File: src/rtl/vga_frame_monitor.sv
// VGA receive-side frame monitor: rebuilds pixel coordinates and checks 640x480@60 timing.
// Define VGA_MON_CRC_EN to add a per-frame CRC-16-CCITT over visible pixels.
module vga_frame_monitor #(
  parameter int H_VISIBLE   = 640,
  parameter int H_SYNC      = 96,
  parameter int H_BACK      = 48,
  parameter int H_FRONT     = 16,
  parameter int V_VISIBLE   = 480,
  parameter int V_SYNC      = 2,
  parameter int V_BACK      = 33,
  parameter int V_FRONT     = 10,
  parameter int LOCK_FRAMES = 2
) (
  input  logic        clk,
  input  logic        rst_n,
  input  logic        pix_en,
  input  logic        Hsync,
  input  logic        Vsync,
  input  logic [2:0]  vgaRed,
  input  logic [2:0]  vgaGreen,
  input  logic [1:0]  vgaBlue,
  output logic        px_valid,
  output logic [9:0]  px_x,
  output logic [9:0]  px_y,
  output logic [7:0]  px_rgb,
  output logic        locked,
  output logic        frame_done,
  output logic        line_err,
  output logic        frame_err,
  output logic [15:0] frame_cnt,
  output logic [15:0] frame_crc
);

  localparam int HT = H_SYNC + H_BACK + H_VISIBLE + H_FRONT;
  localparam int VT = V_SYNC + V_BACK + V_VISIBLE + V_FRONT;

  localparam logic [10:0] HLAST = 11'(HT - 1);
  localparam logic [10:0] HMAX  = 11'(2 * HT);
  localparam logic [10:0] HS0   = 11'(H_SYNC + H_BACK);
  localparam logic [10:0] HEND  = 11'(H_SYNC + H_BACK + H_VISIBLE);
  localparam logic [10:0] VLAST = 11'(VT - 1);
  localparam logic [10:0] VMAX  = 11'(2 * VT);
  localparam logic [10:0] VS0   = 11'(V_SYNC + V_BACK);
  localparam logic [10:0] VEND  = 11'(V_SYNC + V_BACK + V_VISIBLE);
  localparam logic [7:0]  LOCKN = 8'(LOCK_FRAMES);

  localparam logic [1:0] S_SEARCH = 2'd0;
  localparam logic [1:0] S_TRACK  = 2'd1;
  localparam logic [1:0] S_LOCKED = 2'd2;

  logic [1:0]  state, stNext;
  logic [7:0]  goodCnt, goodNext;
  logic [10:0] hCnt, vCnt, hNext, vNext;
  logic        hsQ, vsQ, vPend;
  logic        lineValid, lineDirty;
  logic        hFall, vFall, vPendEff, boundary;
  logic        hTmo, vTmo, lineChk, frameChk;
  logic        inTrack, clean, doneNow, win, vis;
  logic [7:0]  rgbIn;

  assign rgbIn = {vgaRed, vgaGreen, vgaBlue};

  always_comb begin
    hFall    = hsQ & ~Hsync;
    vFall    = vsQ & ~Vsync;
    vPendEff = vPend | vFall;
    boundary = hFall & vPendEff;
    inTrack  = (state != S_SEARCH);
    hTmo     = !hFall && (hCnt == HMAX - 11'd1);
    vTmo     = hFall && !vPendEff && (vCnt == VMAX - 11'd1);
    lineChk  = inTrack && lineValid && hFall && (hCnt != HLAST);
    frameChk = inTrack && boundary && (vCnt != VLAST);
    clean    = !lineDirty && !lineChk && !frameChk;

    if (hFall)             hNext = '0;
    else if (hCnt == HMAX) hNext = hCnt;
    else                   hNext = hCnt + 11'd1;

    if (boundary)             vNext = '0;
    else if (!hFall)          vNext = vCnt;
    else if (vCnt == VMAX)    vNext = vCnt;
    else                      vNext = vCnt + 11'd1;
  end

  always_comb begin
    stNext   = state;
    goodNext = goodCnt;
    doneNow  = 1'b0;
    if (hTmo || vTmo) begin
      stNext   = S_SEARCH;
      goodNext = '0;
    end else begin
      unique case (1'b1)
        (state == S_SEARCH): begin
          if (boundary) begin
            stNext   = S_TRACK;
            goodNext = '0;
          end
        end
        (state == S_TRACK): begin
          if (boundary) begin
            if (clean) begin
              goodNext = goodCnt + 8'd1;
              if (goodCnt + 8'd1 == LOCKN) begin
                stNext  = S_LOCKED;
                doneNow = 1'b1;
              end
            end else begin
              goodNext = '0;
            end
          end else if (lineChk) begin
            goodNext = '0;
          end
        end
        default: begin
          if (lineChk || frameChk || (boundary && lineDirty)) begin
            stNext   = S_TRACK;
            goodNext = '0;
          end else if (boundary) begin
            doneNow = 1'b1;
          end
        end
      endcase
    end
  end

  always_comb begin
    win = (hNext >= HS0) && (hNext < HEND) &&
          (vNext >= VS0) && (vNext < VEND);
    vis = win && (stNext != S_SEARCH);
  end

  always_ff @(posedge clk or negedge rst_n) begin
    if (!rst_n) begin
      state      <= S_SEARCH;
      goodCnt    <= '0;
      hCnt       <= '0;
      vCnt       <= '0;
      hsQ        <= 1'b1;
      vsQ        <= 1'b1;
      vPend      <= 1'b0;
      lineValid  <= 1'b0;
      lineDirty  <= 1'b0;
      px_valid   <= 1'b0;
      px_x       <= '0;
      px_y       <= '0;
      px_rgb     <= '0;
      locked     <= 1'b0;
      frame_done <= 1'b0;
      line_err   <= 1'b0;
      frame_err  <= 1'b0;
      frame_cnt  <= '0;
    end else begin
      px_valid   <= 1'b0;
      frame_done <= 1'b0;
      line_err   <= 1'b0;
      frame_err  <= 1'b0;
      if (pix_en) begin
        hsQ     <= Hsync;
        vsQ     <= Vsync;
        hCnt    <= hNext;
        vCnt    <= vNext;
        vPend   <= vPendEff & ~hFall;
        state   <= stNext;
        goodCnt <= goodNext;
        locked  <= (stNext == S_LOCKED);
        // the line that opens tracking carries no trusted start point
        if (state == S_SEARCH && stNext == S_TRACK) lineValid <= 1'b0;
        else if (hFall)                             lineValid <= 1'b1;
        if (boundary)     lineDirty <= 1'b0;
        else if (lineChk) lineDirty <= 1'b1;
        line_err   <= lineChk | hTmo;
        frame_err  <= frameChk | vTmo;
        frame_done <= doneNow;
        if (doneNow) frame_cnt <= frame_cnt + 16'd1;
        if (vis) begin
          px_valid <= 1'b1;
          px_x     <= 10'(hNext - HS0);
          px_y     <= 10'(vNext - VS0);
          px_rgb   <= rgbIn;
        end
      end
    end
  end

`ifdef VGA_MON_CRC_EN
  logic [15:0] crc;

  function automatic logic [15:0] crcByte(input logic [15:0] c,
                                          input logic [7:0]  d);
    logic [15:0] r;
    logic        fb;
    r = c;
    for (int i = 7; i >= 0; i--) begin
      fb = r[15] ^ d[i];
      r  = {r[14:0], 1'b0} ^ (fb ? 16'h1021 : 16'h0000);
    end
    return r;
  endfunction

  always_ff @(posedge clk or negedge rst_n) begin
    if (!rst_n) begin
      crc       <= 16'hFFFF;
      frame_crc <= '0;
    end else if (pix_en) begin
      if (boundary) begin
        frame_crc <= crc;
        crc       <= 16'hFFFF;
      end else if (win) begin
        crc <= crcByte(crc, rgbIn);
      end
    end
  end
`else
  assign frame_crc = '0;
`endif

endmodule

File: config.mk
export PLATFORM = sky130hd
export DESIGN_NAME = vga_frame_monitor
export DESIGN_NICKNAME = d
export VERILOG_FILES = /design/src/rtl/vga_frame_monitor.sv
export SDC_FILE = /design/constraint.sdc
export NUM_CORES = 1
export LEC_CHECK = 0
export ABC_CLOCK_PERIOD_IN_PS = 6240
export BUFFER_PORTS_ARGS = -buffer_cell sky130_fd_sc_hd__buf_2
export CAP_MARGIN = 5
export CORE_ASPECT_RATIO = 1.75
export CORE_MARGIN = 8
export CORE_UTILIZATION = 50
export DETAILED_ROUTE_END_ITERATION = 8
export PLACE_DENSITY = 0.74
export REMOVE_ABC_BUFFERS = 1
export SLEW_MARGIN = 30
export SYNTH_ARGS = -nofsm -noshare
export SYNTH_HDL_FRONTEND = slang
export SYNTH_SLANG_ARGS = --single-unit
export TNS_END_PERCENT = 50
File: constraint.sdc
create_clock -name clk -period 6.24 [get_ports clk]
set_clock_uncertainty 0.15 [all_clocks]
set_input_delay 0 -clock clk [delete_from_list [all_inputs] [get_ports clk]]
set_output_delay 0 -clock clk [all_outputs]
set_load 0.03 [all_outputs]
==> flow_summary.toml, run 1 <==
[synthesis]
ys_types = 65
postSynth.topFlopCell = "dfrtp_1"
post_synth_main_area_contributors = "dfrtp_1, mux2_2, xnor2_1, ha_1, mux2_4"
post_syn_area_per_cell_um2 = 9.876
synth-seq-area-share_pct = 43.20
synth.top_cells.by_count = "dfrtp_1, nor2_1, nand2_1"
syn_area_um2 = 4987
synth_edf_count = 0
yosys.area.top_type_share_pct = 42.15
most_common_cell_in_the_netlist = "dfrtp_1"
number_of_cells_produced_by_synthesis = 505
netlist.top_cell.by_area = "dfrtp_1"
synth_warnings = 0
async_flop_share_pct = 100.0
postSynthRegisterBits = 86

[finish]
finish.net_count = 592
antenna_cells_inserted = 0
syn_to_final_growth_pct = 15.40
drive_gt1_share_pct = 22.73
postLayoutCellArea_um2 = 5756

[floorplanning]
coreArea_um2 = 9789
floorplan.initialDensity_pct = 50.95
floorplan.rows = 48
die_width_um = 91.50
die_h_um = 148.1
num_io_pins = 78
die_area_um2 = 13550

[route]
dr_vias = 4022
drtIter0Drc = 218
routed_wire_length_per_instance_um = 17.36
drtPass1Iterations = 5
routed_wire_length_um = 12100
route.detailed.vias_per_inst = 5.770
antenna_left = 0
post-route-drc-count = 0

[sta]
grt_setup_unrepaired = "false"
max_freq_mhz = 237.1
timing_max_transition_violations_final = 0
postLayoutSetupSlackWorst_ns = 2.023
hold_viol = 0
min_period_ns = 4.217
timing.setup.tns_ns = 0
min_period_over_period_pct = 67.58
tightestPinTransition_ns = 0.8018
final-setup-viol-count = 0
slew_headroom_pct = 46.55

[grt]
grt_pass1_vias = 4023
wire_length_of_the_first_global_routing_pass_um = 19930
global_route.overflow_total = 0
grt_max_degree = 59
grt_usage_pct = 18.12
antenna_found_initial = 0

[placed_design]
post_dp_cell_area_um2 = 5295
gp_congestion = 0.9494
io_buffers = 61
dp.final_hpwl_um = 8613
dpl_worst_slack_ns = 2.016

[clock_tree]
clock_tree.buffer_depth = 2
path_clk_slew_ns = 0.07
holdBufCountCts = 12
worstSkewPairLatency_ns = 0.34
post_cts_resize_count = 0
total_cts_buffers = 9
cts_max_level = 3
clkSinkCount = 86
cts_root_buffer = "clkbuf_16"
post-cts-setup-buffers = 0
clock_tree_from_tritoncts = "yes"

[min_path]
hold_path.class = "in -> async"

[run_status]
run_status = "finished, final reports clean"

[setup_path]
critPathArrivalTime_ns = 4.29
required_ns = 6.32
timing_worst_setup_path_type = "reg -> reg"
worstSetupStartpointType = "flop"
critPathMaxFanout = 19
critical_path.endpoint_type = "flop"

[flow_run]
max-cap-violations = 0

[power_and_ir_drop]
peakVddDrop_mv = 0.2077
power.density_cell_area_nw_per_um2 = 355.5
leakage_uw = 0.002721
-- worst max-delay path, cell delays in order, from the launching register on --
cell	delay, ns
dfrtp_1	0.50
inv_1	0.10
ha_1	0.14
or4b_1	0.41
or4_1	0.59
o211ai_1	0.30
a211oi_1	0.12
nor4_2	0.38
nand3_1	0.62
buf_4	0.47
mux2_4	0.33
-- registers in the layout (all words and copies together) (netlist names) --
register	cells
px_x	10
px_y	10
px_rgb	8
frame_err	1
vCnt	11
frame_done	1
locked	1
hCnt	11
lineValid	1
lineDirty	1
goodCnt	8
vPend	1
line_err	1
vsQ	1
px_valid	1
frame_cnt	16
hsQ	1
state	2
-- per-stage QoR --
stage | std cells | total power, uW | util [%] | hold WS, ns
6_report | 697 | 2046 | 58.79 | 0.04294
5_1_grt | 697 | 2147 | 58.79 | 0.06011
4_1_cts | 697 | 2065 | 58.79 | 0.04884
3_5_place_dp | 669 | 1455 | 54.09 | -0.1980
3_3_place_gp | 669 | 1436 | 54.09 | -0.2015
2_1_floorplan | 479 | 1243 | - | -0.4456
-- where the power goes --
group / total (uW) / switching (uW) / internal, uW
registers: 784 / 104 / 681
logic: 667 / 420 / 247
clock network: 595 / 237 / 358
-- cells in the final DEF (no fill, tap or decap), types with 5 or more instances in the layout --
master,Yosys,routed
and3_1,11,11
xor2_1,14,14
a31oi_1,6,6
nor2_1,36,36
conb_1,1,16
buf_4,16,5
nand3_1,23,23
a21oi_1,20,20
mux2i_1,5,5
a211oi_1,6,6
nor3_1,9,9
nor2b_1,7,7
mux2_2,25,25
nand2_1,34,34
o21a_1,5,5
nor4_1,5,5
ha_1,12,12
clkbuf_16,0,9
buf_2,5,60
o21ai_0,26,26
inv_1,18,18
mux2_4,10,10
dlygate4sd3_1,0,11
or3_1,5,5
o31ai_1,10,10
or2_2,5,5
xnor2_1,25,25
nand4_1,10,10
dfrtp_1,84,84
-- path summary, 6_finish.rpt --
path                               startpoint       endpoint  slack (ns)  depth (start not counted)
max in group asynchronous               rst_n        vCnt[5]        5.17                          3
worst min register to register  frame_cnt[15]  frame_cnt[15]        0.34                          1
worst max-delay path                  hCnt[0]      px_rgb[7]        2.02                         10
worst max register to register        hCnt[0]      px_rgb[7]        2.02                         10
min in group clk                       pix_en        hCnt[7]        0.12                          2
worst min-delay path                    rst_n        px_x[3]        0.04                          3
-- kinds of logic (layout without fill, tap and decap cells) --
| logic type | after synthesis | after routing | synth area share, % |
|---|---|---|---|
| simple gates | 172 | 172 | 18.59 |
| compound gates | 96 | 96 | 12.39 |
| flops | 86 | 86 | 43.20 |
| buf+inv | 59 | 111 | 6.222 |
| mux | 40 | 40 | 9.659 |
| xor+xnor | 39 | 39 | 6.849 |
| fa+ha+maj | 12 | 12 | 3.010 |
| other cells | 1 | 16 | 0.07519 |
-- cell type report --
class | instances | area, um^2
clock buffer | 9 | 225.2
sequential | 86 | 2155
timing repair buffer | 77 | 467.9
tap | 125 | 156.4
multi-input combinational | 375 | 2579
clock inverter | 7 | 105.1
fill | 850 | 4034
inverter | 18 | 67.56
-- routing by layer --
metal | vias up | routed length, um | GRT usage [%]
met4 | 0 | 406 | 10.06
met1 | 1961 | 4569 | 19.39
met2 | 140 | 6511 | 32.62
met5 | - | 0 | 0
li1 | 1892 | - | -
met3 | 29 | 610 | 3.130
(Power assumes the default switching activity.)
==> run 2: changes to the inputs <==
--- a/config.mk
+++ b/config.mk
@@ -5,7 +5,7 @@
 export SDC_FILE = /design/constraint.sdc
 export NUM_CORES = 1
 export LEC_CHECK = 0
-export ABC_CLOCK_PERIOD_IN_PS = 6240
+export ABC_CLOCK_PERIOD_IN_PS = 4000
 export BUFFER_PORTS_ARGS = -buffer_cell sky130_fd_sc_hd__buf_2
 export CAP_MARGIN = 5
 export CORE_ASPECT_RATIO = 1.75
==> constraint.sdc (replaced) <==
create_clock -name clk -period 4 [get_ports clk]
set_clock_uncertainty 0.15 [all_clocks]
set_input_delay 0 -clock clk [delete_from_list [all_inputs] [get_ports clk]]
set_output_delay 0 -clock clk [all_outputs]
set_load 0.03 [all_outputs]
==> run 2 against run 1 <==
Utilization is 0.35 points higher. Clock-buffer cell count is 2 higher. Flip-flop and latch count stayed put. Critical endpoint is now px_y[9]. Worst setup slack worse by 1.7 ns.
==> flow_summary.toml, run 2 (same netlist as run 1, synthesis figures left out) <==
[run_status]
run_status = "finished, final reports clean"

[clock_tree]
clock_tree.buffer_depth = 2
cts_root_buffer = "clkbuf_16"
clock_tree_from_tritoncts = "yes"
clkSinkCount = 86
worstSkewPairLatency_ns = 0.34
total_cts_buffers = 9
cts_max_level = 3
path_clk_slew_ns = 0.07

[grt]
grt_usage_pct = 18.98
antenna_found_initial = 0
global_route.overflow_total = 0
wire_length_of_the_first_global_routing_pass_um = 20770
grt_pass1_vias = 4258
grt_max_degree = 56

[setup_path]
timing_worst_setup_path_type = "reg -> reg"
critical_path.endpoint_type = "flop"
worstSetupStartpointType = "flop"
r2r_setup_slack_ns = 0.35
required_ns = 4.08
ff2ff_path_depth = 11
critPathArrivalTime_ns = 3.73
critPathMaxFanout = 19

[sta]
final-setup-viol-count = 0
min_period_over_period_pct = 91.18
slew_headroom_pct = 54.00
timing_max_transition_violations_final = 0
grt_setup_unrepaired = "false"
tightestPinTransition_ns = 0.6901
hold_viol = 0
max_freq_mhz = 274.2
postLayoutSetupSlackWorst_ns = 0.3529
min_period_ns = 3.647

[placed_design]
io_buffers = 61
post-place-cells = 681
dpl_worst_slack_ns = 0.3894
gp_congestion = 0.9034
dp.final_hpwl_um = 9035

[min_path]
hold_path.class = "in -> async"

[route]
routed_wire_length_um = 12420
drtPass1Iterations = 4
dr_vias = 4078
antenna_left = 0
drtIter0Drc = 174
route.detailed.vias_per_inst = 5.752
routed_wire_length_per_instance_um = 17.52
post-route-drc-count = 0

[floorplanning]
die_h_um = 148.1
die_width_um = 91.50
num_io_pins = 78
die_area_um2 = 13550
floorplan.rows = 48
floorplan.initialDensity_pct = 50.95
coreArea_um2 = 9789

[power_and_ir_drop]
p_sw_uw = 1177
p_seq_share_pct = 39.7
power.density_cell_area_nw_per_um2 = 532.8
power.switching_fraction_pct = 38.16
intPower_uw = 1907
leakage_uw = 0.002742
power_frac_clock_pct = 25.9
design_power_total_uw = 3084
gate_power_share_pct = 34.3
peakVddDrop_mv = 0.3460

[finish]
top_register = "frame_cnt"
syn_to_final_growth_pct = 16.08
largestRegisters = "frame_cnt (16), hCnt (11), vCnt (11)"
layout_commonest_cell = "dfrtp_1"
finish.net_count = 604
drive_gt1_share_pct = 23.97
final-instance-count-excl-fill = 709
antenna_cells_inserted = 0
largest_reg_flops = 16
most-common-layout-cells = "dfrtp_1, buf_2, nor2_1"
layout.core_utilization_pct = 59.14

[flow_run]
max-cap-violations = 0
-- run 2: area by class of cell --
type | count | area (um^2)
flip-flops and latches | 86 | 2155
clock inverters | 5 | 41.29
well taps | 125 | 156.4
fillers | 887 | 4000
repair buffers | 89 | 548.0
inverters | 18 | 67.56
multi-input cells | 375 | 2579
clock buffers | 11 | 242.7
-- run 2: what timing repair did --
action                                 in CTS  in global routing
buffers inserted                            0                  0
endpoints found under the hold margin      70                  0
resized for setup                           0                  0
hold buffers                               12                  0
-- run 2: routing by layer --
metal	up-vias	GRT usage (%)	share of wire, %
met1	2018	20.36	39
li1	1915	-	-
met5	-	0	0
met3	29	3.937	3.8
met2	116	33.78	54
met4	0	10.22	3.4
-- run 2: path summary, 6_finish.rpt --
kind / from / to
worst max-delay path: hCnt[0] / px_y[9]
worst min-delay path: rst_n / px_x[0]
min in group clk: vgaGreen[0] / px_rgb[2]
worst max register to register: hCnt[0] / px_y[9]
worst min register to register: frame_cnt[7] / frame_cnt[7]
max in group asynchronous: rst_n / px_valid
-- run 2: power groups by stage --
stage	logic [uW]	clock network (uW)	registers [uW]
5_1_grt	1140	852	1250
3_5_place_dp	1060	0	1240
4_1_cts	1070	815	1220
3_3_place_gp	1030	0	1220
2_1_floorplan	445	0	1490
6_report	1060	800	1230
-- run 2: through the flow --
step                setup TNS [ns]  area (um^2)  hold WS, ns
finish                           0         5789       0.1082
global route                     0         5789       0.1826
CTS                              0         5789       0.1292
detailed placement               0         5385     -0.05942
global placement                 0         5385     -0.07240
floorplan                   -11.75         4801      -0.4456
-- run 2: critical path: stages (launching register included) --
cell	delay [ns]
dfrtp_1	0.50
inv_1	0.12
ha_1	0.18
or4b_1	0.43
or4_1	0.60
nor3_2	0.17
a31oi_1	0.07
o311a_1	0.33
nor4_2	0.26
nand3_1	0.15
buf_4	0.25
mux2_4	0.32
==> run 3: changes to the inputs <==
==> constraint.sdc (replaced) <==
create_clock -name clk -period 4 [get_ports clk]
set_clock_uncertainty 0.15 [all_clocks]
set_input_delay 0.6 -clock clk [delete_from_list [all_inputs] [get_ports clk]]
set_output_delay 0.6 -clock clk [all_outputs]
set_load 0.03 [all_outputs]
==> run 3 against run 2 <==
Global-route usage down 0.95 points. Register-to-register slack about the same. Cell area down 1.7%. Final cell count down 2.0%. Clock power up 4.9%. Flip-flop and latch count unchanged. Clock-buffer cell count down 2. First-iteration DRC count up 24%. Non-clock buffer count down 14. Maximum frequency down 0.21%. Utilization down 0.98 points. Via count down 4.1%. Critical path type unchanged.
==> flow_summary.toml, run 3 (same netlist as run 1, synthesis figures left out) <==
[floorplanning]
die_area_um2 = 13550
coreArea_um2 = 9789
die_h_um = 148.1
floorplan.rows = 48
floorplan.initialDensity_pct = 50.95
die_width_um = 91.50
num_io_pins = 78

[power_and_ir_drop]
power.density_cell_area_nw_per_um2 = 545.1
peakVddDrop_mv = 0.3062
leakage_uw = 0.002701

[sta]
postLayoutSetupSlackWorst_ns = 0.3453
min_period_over_period_pct = 91.37
slew_headroom_pct = 59.09
timing_max_transition_violations_final = 0
min_period_ns = 3.655
holdWs_ns = 0.3278
timing.setup.tns_ns = 0
final-setup-viol-count = 0
grt_setup_unrepaired = "false"
tightestPinTransition_ns = 0.6084
max_freq_mhz = 273.6
hold_viol = 0

[setup_path]
cp_top_family = "simple AND/OR/NAND/NOR gates"
max_stage_delay_ns = 0.61
critPathArrivalTime_ns = 3.73
critPathMaxFanout = 19
worstSetupStartpointType = "flop"
timing_worst_setup_path_type = "reg -> reg"
crit_slowest_cell = "or4_1"
required_ns = 4.08
critical_path.cell_chain = "inv_1 -> ha_1 -> or4b_1 -> or4_1 -> nor3_2 -> a31oi_1 -> o311a_1 -> nor4_2 -> nand3_1 -> buf_4 -> mux2_4"
critical_path.endpoint_type = "flop"
timing.critical_path.buf_inv = 2

[finish]
syn_to_final_growth_pct = 14.15
drive_gt1_share_pct = 24.21
largest_reg_flops = 16
finish.net_count = 590
antenna_cells_inserted = 0
fillerInstances = 855
top_register = "frame_cnt"
largestRegisters = "frame_cnt (16), hCnt (11), vCnt (11)"
most-common-layout-cells = "dfrtp_1, buf_2, nor2_1"
area.sequential_um2 = 2155
layout_commonest_cell = "dfrtp_1"
multi_input_comb_area_um2 = 2579
layout.core_utilization_pct = 58.15

[placed_design]
io_buffers = 61
dp.final_hpwl_um = 8733
gp_congestion = 0.9134
dpl_worst_slack_ns = 0.4001

[grt]
global_route.overflow_total = 0
grt_use_met1_pct = 19.92
busiest_layer = "met2"
grt_max_degree = 71
grt_use_met3_pct = 3.231
wire_length_of_the_first_global_routing_pass_um = 19980
grt_pass1_vias = 4040
grt.met2_usage_pct = 32.37
antenna_found_initial = 0
grt_usage_pct = 18.04

[clock_tree]
clkSinkCount = 86
cts_root_buffer = "clkbuf_16"
worstSkewPairLatency_ns = 0.34
total_cts_buffers = 9
cts_max_level = 3
path_clk_slew_ns = 0.07
clock_tree_from_tritoncts = "yes"
clock_tree.buffer_depth = 2
post_cts_resize_count = 0

[route]
route.detailed.vias_per_inst = 5.629
drtPass1Iterations = 4
routed_wire_length_per_instance_um = 17.07
post-route-drc-count = 0
dr_vias = 3912
routed_wire_length_um = 11860
antenna_left = 0
drtIter0Drc = 216

[run_status]
run_status = "finished, final reports clean"

[min_path]
hold_path.class = "reg -> reg"

[flow_run]
max-cap-violations = 0
run 3: cell types whose count changed in the layout (fill, tap and decap cells not counted), sizes merged:
cell | before | now
clkbuf | 11 | 9
clkinvlp | 2 | 1
dlygate4sd3 | 12 | 1
inv | 20 | 23
buf | 77 | 74
run 3: path summary, 6_finish.rpt:
check / cells past startpoint / end / startpoint / slack (ns)
max in group asynchronous: 4 / vCnt[5] / rst_n / 2.31
hold reg to reg: 1 / frame_cnt[15] / frame_cnt[15] / 0.33
setup / recovery: 11 / px_rgb[1] / hCnt[0] / 0.35
hold / removal: 1 / frame_cnt[15] / frame_cnt[15] / 0.33
min in group asynchronous: 2 / px_x[8] / rst_n / 0.55
setup reg to reg: 11 / px_rgb[1] / hCnt[0] / 0.35
run 3: cell type report:
cell class                 count  area share (%)
clock buffer                   9           3.956
clock inverter                 7           1.319
inverter                      18           1.187
multi-input combinational    375           45.30
sequential                    86           37.85
tap                          125           2.747
timing repair buffer          75           7.648
run 3: routing by layer:
metal | up-vias | part of all wire, % | wire length, um
met1 | 1918 | 39 | 4646
met5 | - | 0 | 0
met4 | 0 | 2.4 | 285
met3 | 23 | 3.5 | 412
met2 | 79 | 55 | 6519
li1 | 1892 | - | -
run 3: repair_timing:
action / 4_1_cts / 5_1_grt
endpoints found under the hold margin: 0 / 18
setup endpoints to repair: 0 / 0
hold buffers: 0 / 1
setup buffers: 0 / 0
run 3: where the power goes:
part | switching (uW) | internal [uW]
sequential | 162 | 1060
combinational | 654 | 387
clock | 395 | 444
run 3: stage by stage:
stage                     area (um^2)  total power, uW  instances
after floorplan                  4801             1940        479
after global placement           5355             2247        677
after detailed placement         5355             2282        677
after CTS                        5655             3129        693
after global routing             5693             3277        695
final                            5693             3103        695
